==> config.mk <==
export PLATFORM = sky130hd
export DESIGN_NAME = config_frame_writer_flat
export DESIGN_NICKNAME = d
export VERILOG_FILES = /design/src/rtl/config_link_pkg.sv /design/src/rtl/config_frame_writer_if.sv /design/src/rtl/frame_timeout_counter.sv /design/src/rtl/config_frame_writer.sv /design/src/flat_wrapper.sv
export SDC_FILE = /design/constraint.sdc
export NUM_CORES = 1
export LEC_CHECK = 0
export BUFFER_PORTS_ARGS = -buffer_cell sky130_fd_sc_hd__buf_4
export CORE_MARGIN = 3
export CORE_UTILIZATION = 60
export CTS_BUF_LIST = sky130_fd_sc_hd__clkbuf_4 sky130_fd_sc_hd__clkbuf_8
export DETAILED_ROUTE_END_ITERATION = 8
export GPL_TIMING_DRIVEN = 0
export PLACE_DENSITY = 0.82
export SETUP_SLACK_MARGIN = 0.4
export SLEW_MARGIN = 20
export SYNTH_ARGS = -nofsm -noshare
export SYNTH_HDL_FRONTEND = slang
export SYNTH_SLANG_ARGS = --single-unit
==> constraint.sdc <==
create_clock -name clk -period 3.05 [get_ports clk]
set_input_delay 0.1525 -clock clk [delete_from_list [all_inputs] [get_ports clk]]
set_output_delay 0.1525 -clock clk [all_outputs]
set_load 0.05 [all_outputs]
==> src/rtl/config_link_pkg.sv <==
// Shared definitions for the host-link configuration writer: frame parser
// states and the config-memory word/address widths used by the CPU top level.
package config_link_pkg;

    localparam int          CFG_DATA_W   = 32;
    localparam int          CFG_ADDR_W   = 8;
    localparam logic [7:0]  SYNC_DEFAULT = 8'hA5;

    typedef enum logic [2:0] {
        IDLE,
        HDR_ADDR,
        HDR_COUNT,
        DATA,
        CHK
    } cfw_state_e;

endpackage

==> src/rtl/config_frame_writer_if.sv <==
// Byte-stream input, config-memory write port and frame status of the writer.
// master = host side (drives the stream), slave = the frame writer.
interface config_frame_writer_if #(
    parameter int ERR_CNT_W = 8
);
    logic                                  in_valid;
    logic [7:0]                            in_data;
    logic                                  in_ready;
    logic [config_link_pkg::CFG_DATA_W-1:0] config_data;
    logic [config_link_pkg::CFG_ADDR_W-1:0] config_addr;
    logic                                  config_wren;
    logic                                  frame_ok;
    logic                                  frame_err;
    logic [ERR_CNT_W-1:0]                  err_count;
    logic                                  busy;

    modport master (
        output in_valid, in_data,
        input  in_ready, config_data, config_addr, config_wren,
               frame_ok, frame_err, err_count, busy
    );

    modport slave (
        input  in_valid, in_data,
        output in_ready, config_data, config_addr, config_wren,
               frame_ok, frame_err, err_count, busy
    );
endinterface

==> src/rtl/frame_timeout_counter.sv <==
// Counts consecutive enabled cycles without an accepted byte; expire_o is a
// combinational flag in the TIMEOUT_CYCLES-th such cycle.
module frame_timeout_counter #(
    parameter int TIMEOUT_CYCLES = 65536
) (
    input  logic clk,
    input  logic reset_n,
    input  logic en_i,
    input  logic reload_i,
    output logic expire_o
);
    localparam int            CW    = $clog2(TIMEOUT_CYCLES) + 1;
    localparam logic [CW-1:0] LIMIT = CW'(TIMEOUT_CYCLES - 1);

    logic [CW-1:0] cnt_q, cnt_d;

    assign expire_o = en_i && !reload_i && (cnt_q == LIMIT);

    always_comb begin
        cnt_d = cnt_q;
        if (!en_i || reload_i) begin
            cnt_d = '0;
        end else if (!expire_o) begin
            cnt_d = cnt_q + CW'(1);
        end
    end

    always_ff @(posedge clk or negedge reset_n) begin
        if (!reset_n) begin
            cnt_q <= '0;
        end else begin
            cnt_q <= cnt_d;
        end
    end
endmodule

==> src/rtl/config_frame_writer.sv <==
// Parses SYNC/ADDR/COUNT/data/CHK frames from the host link and emits 32-bit
// config-memory writes with auto-incrementing address plus frame status.
module config_frame_writer
    import config_link_pkg::*;
#(
    parameter logic [7:0] SYNC_BYTE      = SYNC_DEFAULT,
    parameter int         TIMEOUT_CYCLES = 65536,
    parameter int         ERR_CNT_W      = 8
) (
    input  logic                   clk,
    input  logic                   reset_n,
    config_frame_writer_if.slave   bus
);
    cfw_state_e            state_q, state_d;
    logic [CFG_ADDR_W-1:0] ptr_q, ptr_d;
    logic [7:0]            words_q, words_d;
    logic [1:0]            idx_q, idx_d;
    logic [23:0]           asm_q, asm_d;
    logic [7:0]            chk_q, chk_d;
    logic [CFG_DATA_W-1:0] cdata_q, cdata_d;
    logic [CFG_ADDR_W-1:0] caddr_q, caddr_d;
    logic                  wren_q, wren_d;
    logic                  ok_q, ok_d;
    logic                  err_q, err_d;
    logic [ERR_CNT_W-1:0]  errc_q, errc_d;
    logic                  rdy_q;
    logic                  acc;
    logic                  expire;
    logic [7:0]            din;

    assign acc = bus.in_valid && rdy_q;
    assign din = bus.in_data;

    frame_timeout_counter #(
        .TIMEOUT_CYCLES (TIMEOUT_CYCLES)
    ) u_tmo (
        .clk      (clk),
        .reset_n  (reset_n),
        .en_i     (state_q != IDLE),
        .reload_i (acc),
        .expire_o (expire)
    );

    always_comb begin
        state_d = state_q;
        ptr_d   = ptr_q;
        words_d = words_q;
        idx_d   = idx_q;
        asm_d   = asm_q;
        chk_d   = chk_q;
        cdata_d = cdata_q;
        caddr_d = caddr_q;
        wren_d  = 1'b0;
        ok_d    = 1'b0;
        err_d   = 1'b0;
        errc_d  = errc_q;

        case (state_q)
            IDLE: begin
                if (acc && din == SYNC_BYTE) state_d = HDR_ADDR;
            end
            HDR_ADDR: begin
                if (acc) begin
                    ptr_d   = din;
                    chk_d   = din;
                    state_d = HDR_COUNT;
                end
            end
            HDR_COUNT: begin
                if (acc) begin
                    words_d = din;
                    chk_d   = chk_q ^ din;
                    idx_d   = 2'd0;
                    state_d = (din == 8'd0) ? CHK : DATA;
                end
            end
            DATA: begin
                if (acc) begin
                    chk_d = chk_q ^ din;
                    asm_d = {asm_q[15:0], din};
                    idx_d = idx_q + 2'd1;
                    // Word complete: commit now, checksum only flags later.
                    if (idx_q == 2'd3) begin
                        wren_d  = 1'b1;
                        cdata_d = {asm_q, din};
                        caddr_d = ptr_q;
                        ptr_d   = ptr_q + 8'd1;
                        words_d = words_q - 8'd1;
                        if (words_q == 8'd1) state_d = CHK;
                    end
                end
            end
            CHK: begin
                if (acc) begin
                    ok_d    = (din == chk_q);
                    err_d   = (din != chk_q);
                    state_d = IDLE;
                end
            end
            default: state_d = IDLE;
        endcase

        // Expiry only fires in a cycle with no accepted byte, so no write
        // or checksum result can collide with it.
        if (expire) begin
            state_d = IDLE;
            err_d   = 1'b1;
        end

        if (err_d && errc_q != '1) errc_d = errc_q + ERR_CNT_W'(1);
    end

    always_ff @(posedge clk or negedge reset_n) begin
        if (!reset_n) begin
            state_q <= IDLE;
            ptr_q   <= '0;
            words_q <= '0;
            idx_q   <= '0;
            asm_q   <= '0;
            chk_q   <= '0;
            cdata_q <= '0;
            caddr_q <= '0;
            wren_q  <= 1'b0;
            ok_q    <= 1'b0;
            err_q   <= 1'b0;
            errc_q  <= '0;
            rdy_q   <= 1'b0;
        end else begin
            state_q <= state_d;
            ptr_q   <= ptr_d;
            words_q <= words_d;
            idx_q   <= idx_d;
            asm_q   <= asm_d;
            chk_q   <= chk_d;
            cdata_q <= cdata_d;
            caddr_q <= caddr_d;
            wren_q  <= wren_d;
            ok_q    <= ok_d;
            err_q   <= err_d;
            errc_q  <= errc_d;
            rdy_q   <= 1'b1;
        end
    end

    assign bus.in_ready    = rdy_q;
    assign bus.config_data = cdata_q;
    assign bus.config_addr = caddr_q;
    assign bus.config_wren = wren_q;
    assign bus.frame_ok    = ok_q;
    assign bus.frame_err   = err_q;
    assign bus.err_count   = errc_q;
    assign bus.busy        = (state_q != IDLE);
endmodule

==> src/flat_wrapper.sv <==
// flat-port wrapper written by rule: the top's interface ports become plain ports
module config_frame_writer_flat import config_link_pkg::*;
#(
    parameter logic [7:0] SYNC_BYTE      = SYNC_DEFAULT,
    parameter int         TIMEOUT_CYCLES = 65536,
    parameter int         ERR_CNT_W      = 8
)
  (clk, reset_n, bus_in_valid, bus_in_data, bus_in_ready, bus_config_data, bus_config_addr, bus_config_wren, bus_frame_ok, bus_frame_err, bus_err_count, bus_busy);
  config_frame_writer_if #(.ERR_CNT_W(ERR_CNT_W)) bus_i ();
  input  logic clk;
  input  logic reset_n;
  input wire logic [$bits(bus_i.in_valid)-1:0] bus_in_valid;
  input wire logic [$bits(bus_i.in_data)-1:0] bus_in_data;
  output wire logic [$bits(bus_i.in_ready)-1:0] bus_in_ready;
  output wire logic [$bits(bus_i.config_data)-1:0] bus_config_data;
  output wire logic [$bits(bus_i.config_addr)-1:0] bus_config_addr;
  output wire logic [$bits(bus_i.config_wren)-1:0] bus_config_wren;
  output wire logic [$bits(bus_i.frame_ok)-1:0] bus_frame_ok;
  output wire logic [$bits(bus_i.frame_err)-1:0] bus_frame_err;
  output wire logic [$bits(bus_i.err_count)-1:0] bus_err_count;
  output wire logic [$bits(bus_i.busy)-1:0] bus_busy;
  assign bus_i.in_valid = bus_in_valid;
  assign bus_i.in_data = bus_in_data;
  assign bus_in_ready = bus_i.in_ready;
  assign bus_config_data = bus_i.config_data;
  assign bus_config_addr = bus_i.config_addr;
  assign bus_config_wren = bus_i.config_wren;
  assign bus_frame_ok = bus_i.frame_ok;
  assign bus_frame_err = bus_i.frame_err;
  assign bus_err_count = bus_i.err_count;
  assign bus_busy = bus_i.busy;
  config_frame_writer #(.SYNC_BYTE(SYNC_BYTE), .TIMEOUT_CYCLES(TIMEOUT_CYCLES), .ERR_CNT_W(ERR_CNT_W)) u_core (.clk(clk), .reset_n(reset_n), .bus(bus_i));
endmodule
==> run metrics <==
net switching power=between 2000 and 2500 uW; path type of the worst setup path=flip-flop to flip-flop; Leakage=roughly 0.0032 uW; Starting Density=0.629; Seq/Total Area, Yosys=0.545; setup slack of the most critical reg-to-reg path=around 0.58 ns; maximum capacitance violations=0; total negative setup slack=0 ns; max-slew violation count=0; number of port buffers=58; hpwl dp=about 7900 um; Critical Path End=u_core.u_tmo.cnt_q[12]; slew at the pin closest to its max-slew limit=a little under 0.6 ns; die footprint=roughly 0.011 mm^2; average instance area after synthesis=11.8 um^2; clock group share of total power=0.254; Skew-Pair Late Insertion Delay=approximately 0.43 ns; Clock Root Buffer=sky130_fd_sc_hd__clkbuf_8; average via count per standard cell=slightly below 6; Initial DRT Pass Iterations=4; Crit path required time=approximately 3.4 ns; final RePlAce weighted congestion=between 0.8 and 0.9; worst hold path depth=2; clock tree from TritonCTS=done; Max VDD drop=a little under 0.0005 V; pin count of the biggest net entering global routing=64; setup slack of the critical path after layout=0.576 ns; number of placement rows=34; remaining number of nets flagged by the antenna check after routing=0; power density normalized to cell area=829 mW/mm^2; grt total ovfl=0; part of the power in registers=0.431; number of remaining DRC errors=0; Crit path arrival time=2.82 ns; cells on worst reg2reg path=11; Vert. Die Dim=103 um; clock-pin slew reported for the worst setup and hold paths after clock tree synthesis=0.08 ns; number of enable-type register cells in the synthesized netlist=0; number of instances in the synthesized netlist=476; highest fanout seen on the critical path=9; flip-flop and latch count after synthesis=122; headroom to the max-slew limit=0.613; total nets after synthesis=just under 500; result of the run=finished clean; area of the core region=between 0.008 and 0.009 mm^2; RR Startpoint=u_core.u_tmo.cnt_q[8]; HP Class=input pin to flip-flop; Ant. Diodes=0; overall via count from detail_route=between 4,000 and 5,000; switch share=0.386; share of the cycle needed by the critical path after routing=0.811; global-route wire length before repair=19,800 um; kind of end point of the critical path=flip-flop; share of flip-flops with an asynchronous set or reset after synthesis=1.00; count of final hold-check violations=0; final-report setup violation count=0; launch point of the worst path=u_core.u_tmo.cnt_q[8]; global-route usage over all layers=0.242; endpoint of the lowest-slack register-to-register path=u_core.u_tmo.cnt_q[12]; cell-internal power=roughly 3400 uW; Detailed Route WL=11,800 um; count of unique library cells instantiated by Yosys=59; CP startpoint kind=flip-flop; worst clock skew=about 0.019 ns; YS warnings=0; via count of the first global-routing pass=4,121; post-layout min period=between 2 and 2.5 ns; worst-case setup slack after placement=between 0.4 and 0.5 ns; 1st-iter DRT viols=between 150 and 200; highest clock rate=0.404 GHz; layout cells sized above 1=0.308; Die X=between 100 and 150 um; Post-synth top flop=sky130_fd_sc_hd__dfrtp_1; setup repair after global routing missed its margin=false; number of buffers inserted during clock tree synthesis=17; Wirelength per Cell=~17 um; I/O pin count=64; number of levels in the clock H-tree=4; final net count=between 500 and 600; # clock sinks=122; cell area after technology mapping=roughly 0.0056 mm^2; antenna violations before repair=0; Synth-to-Final Area Change=19.1%; Comb pwr share=0.315; number of buffers on the longest clock path=2
## cell usage after synthesis (3+ instances only)
cell type,n,area (um^2)
sky130_fd_sc_hd__nand4_1,5,31.3
sky130_fd_sc_hd__dfrtp_1,122,3050
sky130_fd_sc_hd__mux2_2,39,439
sky130_fd_sc_hd__nor4_1,3,18.8
sky130_fd_sc_hd__a21oi_1,21,105
sky130_fd_sc_hd__inv_1,6,22.5
sky130_fd_sc_hd__and4_1,3,26.3
sky130_fd_sc_hd__xor2_1,25,219
sky130_fd_sc_hd__buf_2,13,65.1
sky130_fd_sc_hd__o21a_1,3,22.5
sky130_fd_sc_hd__o21ai_0,22,110
sky130_fd_sc_hd__o2111ai_1,4,35.0
sky130_fd_sc_hd__clkbuf_1,5,18.8
sky130_fd_sc_hd__and3_1,4,25.0
sky130_fd_sc_hd__and2_1,4,25.0
sky130_fd_sc_hd__nand3_1,11,55.1
sky130_fd_sc_hd__buf_4,3,22.5
sky130_fd_sc_hd__nor3_2,3,30.0
sky130_fd_sc_hd__a22oi_1,4,30.0
sky130_fd_sc_hd__nand2_1,43,161
sky130_fd_sc_hd__nor2_1,32,120
sky130_fd_sc_hd__ha_1,7,87.6
sky130_fd_sc_hd__nand2b_1,3,18.8
sky130_fd_sc_hd__nor3_1,5,25.0
sky130_fd_sc_hd__xnor2_1,8,70.1
sky130_fd_sc_hd__a41oi_1,3,26.3
sky130_fd_sc_hd__a31oi_1,3,18.8
sky130_fd_sc_hd__mux2_1,28,315
## cells by family (layout without fill, tap and decap cells)
group	Yosys count	after routing	share of synthesized area
AOI/OAI and AO/OA	75	75	0.0870
xor gates and xnor gates	33	33	0.0516
adders and majority gates	7	7	0.0156
buffers and inverters	32	130	0.0293
DFF	122	122	0.545
muxes	70	70	0.141
other	1	1	0.000670
and+or+nand+nor	136	136	0.129
## final cells by class
type | count | area, um^2
sequential | 122 | 3050
fill | 576 | 2230
timing repair buffer | 66 | 524
inverter | 8 | 30.0
tap | 108 | 135
clock inverter | 15 | 156
buffer | 24 | 140
multi-input combinational | 322 | 2390
clock buffer | 17 | 234
## placed cells by master, fill, tap and decap left out, types with 3 or more instances in the layout
master	synthesis	layout
sky130_fd_sc_hd__dfrtp_1	122	122
sky130_fd_sc_hd__buf_4	3	64
sky130_fd_sc_hd__nand2_1	43	43
sky130_fd_sc_hd__mux2_2	39	39
sky130_fd_sc_hd__nor2_1	32	32
sky130_fd_sc_hd__mux2_1	28	28
sky130_fd_sc_hd__xor2_1	25	25
sky130_fd_sc_hd__o21ai_0	22	22
sky130_fd_sc_hd__a21oi_1	21	21
sky130_fd_sc_hd__clkbuf_8	0	17
sky130_fd_sc_hd__buf_2	13	12
sky130_fd_sc_hd__nand3_1	11	10
sky130_fd_sc_hd__xnor2_1	8	8
sky130_fd_sc_hd__ha_1	7	7
sky130_fd_sc_hd__inv_1	6	6
sky130_fd_sc_hd__inv_6	0	6
sky130_fd_sc_hd__nand4_1	5	5
sky130_fd_sc_hd__clkbuf_1	5	5
sky130_fd_sc_hd__nor3_1	5	5
sky130_fd_sc_hd__and3_1	4	4
sky130_fd_sc_hd__buf_6	2	4
sky130_fd_sc_hd__o2111ai_1	4	4
sky130_fd_sc_hd__a22oi_1	4	4
sky130_fd_sc_hd__and2_1	4	4
sky130_fd_sc_hd__clkinv_4	0	4
sky130_fd_sc_hd__nand2b_1	3	3
sky130_fd_sc_hd__nor3_2	3	3
sky130_fd_sc_hd__a31oi_1	3	3
sky130_fd_sc_hd__o21a_1	3	3
sky130_fd_sc_hd__nor4_1	3	3
sky130_fd_sc_hd__a41oi_1	3	3
sky130_fd_sc_hd__inv_8	0	3
## state kept, by name, summed over array words and instances (netlist names)
signal	count
u_core.bus.config_data	32
u_core.asm_q	24
u_core.u_tmo.cnt_q	17
u_core.bus.config_addr	8
u_core.bus.err_count	8
u_core.chk_q	8
u_core.ptr_q	8
u_core.words_q	8
u_core.state_q	3
u_core.idx_q	2
u_core.bus.config_wren	1
u_core.bus.frame_err	1
u_core.bus.frame_ok	1
u_core.bus.in_ready	1
## power by group through the flow
stage               combinational, uW  sequential [uW]  clock, uW
global route                     1900             2440       1500
finish                           1740             2380       1400
detailed placement               1720             2400          0
CTS                              1740             2380       1430
floorplan                        1030             2600          0
global placement                 1660             2370          0
## through the flow
step	util	cell area [um^2]	hold WS [ns]	cells	total power, uW
floorplan	-	5600	-0.143	476	3620
CTS	0.743	6610	0.00302	677	5550
finish	0.750	6660	0.0152	682	5520
detailed placement	0.697	6200	0.182	643	4120
global route	0.750	6660	0.0141	682	5850
global placement	0.694	6170	0.437	642	4030
## metal layers
layer / part of all wire / up-vias / global-route usage
met2: 0.49 / 127 / 0.392
met4: 0.015 / 0 / 0.0898
li1: - / 1856 / -
met5: 0 / - / 0
met3: 0.057 / 20 / 0.0555
met1: 0.43 / 2023 / 0.319
## worst max-delay path, stage by stage, from the launching register on
cell and delay [ns]:
sky130_fd_sc_hd__dfrtp_1 0.40, sky130_fd_sc_hd__and4_2 0.28, sky130_fd_sc_hd__nand3_2 0.12, sky130_fd_sc_hd__nor2_1 0.07
sky130_fd_sc_hd__ha_1 0.17, sky130_fd_sc_hd__clkbuf_4 0.18, sky130_fd_sc_hd__a21bo_2 0.26, sky130_fd_sc_hd__o211ai_1 0.12
sky130_fd_sc_hd__buf_4 0.18, sky130_fd_sc_hd__buf_4 0.13, sky130_fd_sc_hd__or3_1 0.34, sky130_fd_sc_hd__a21oi_1 0.15
## worst min path at each step
stage	from	endpoint	slack, ns
3_3_place_gp	bus_in_data[2]	u_core.bus.config_data[2]	0.44
3_5_place_dp	reset_n	u_core.chk_q[7]	0.18
2_1_floorplan	reset_n	u_core.asm_q[0]	-0.14
6_report	bus_in_data[2]	u_core.bus.config_data[2]	0.02
4_1_cts	bus_in_data[2]	u_core.bus.config_data[2]	0.003
5_1_grt	bus_in_data[2]	u_core.bus.config_data[2]	0.01
## what timing repair did
item                                    CTS  global route
setup buffers                             0             5
endpoints found under the hold margin    63             0
hold buffers                              2             0
gates resized for setup                   0             5
endpoints found under the setup margin    0            11
(Power assumes the default switching activity.)
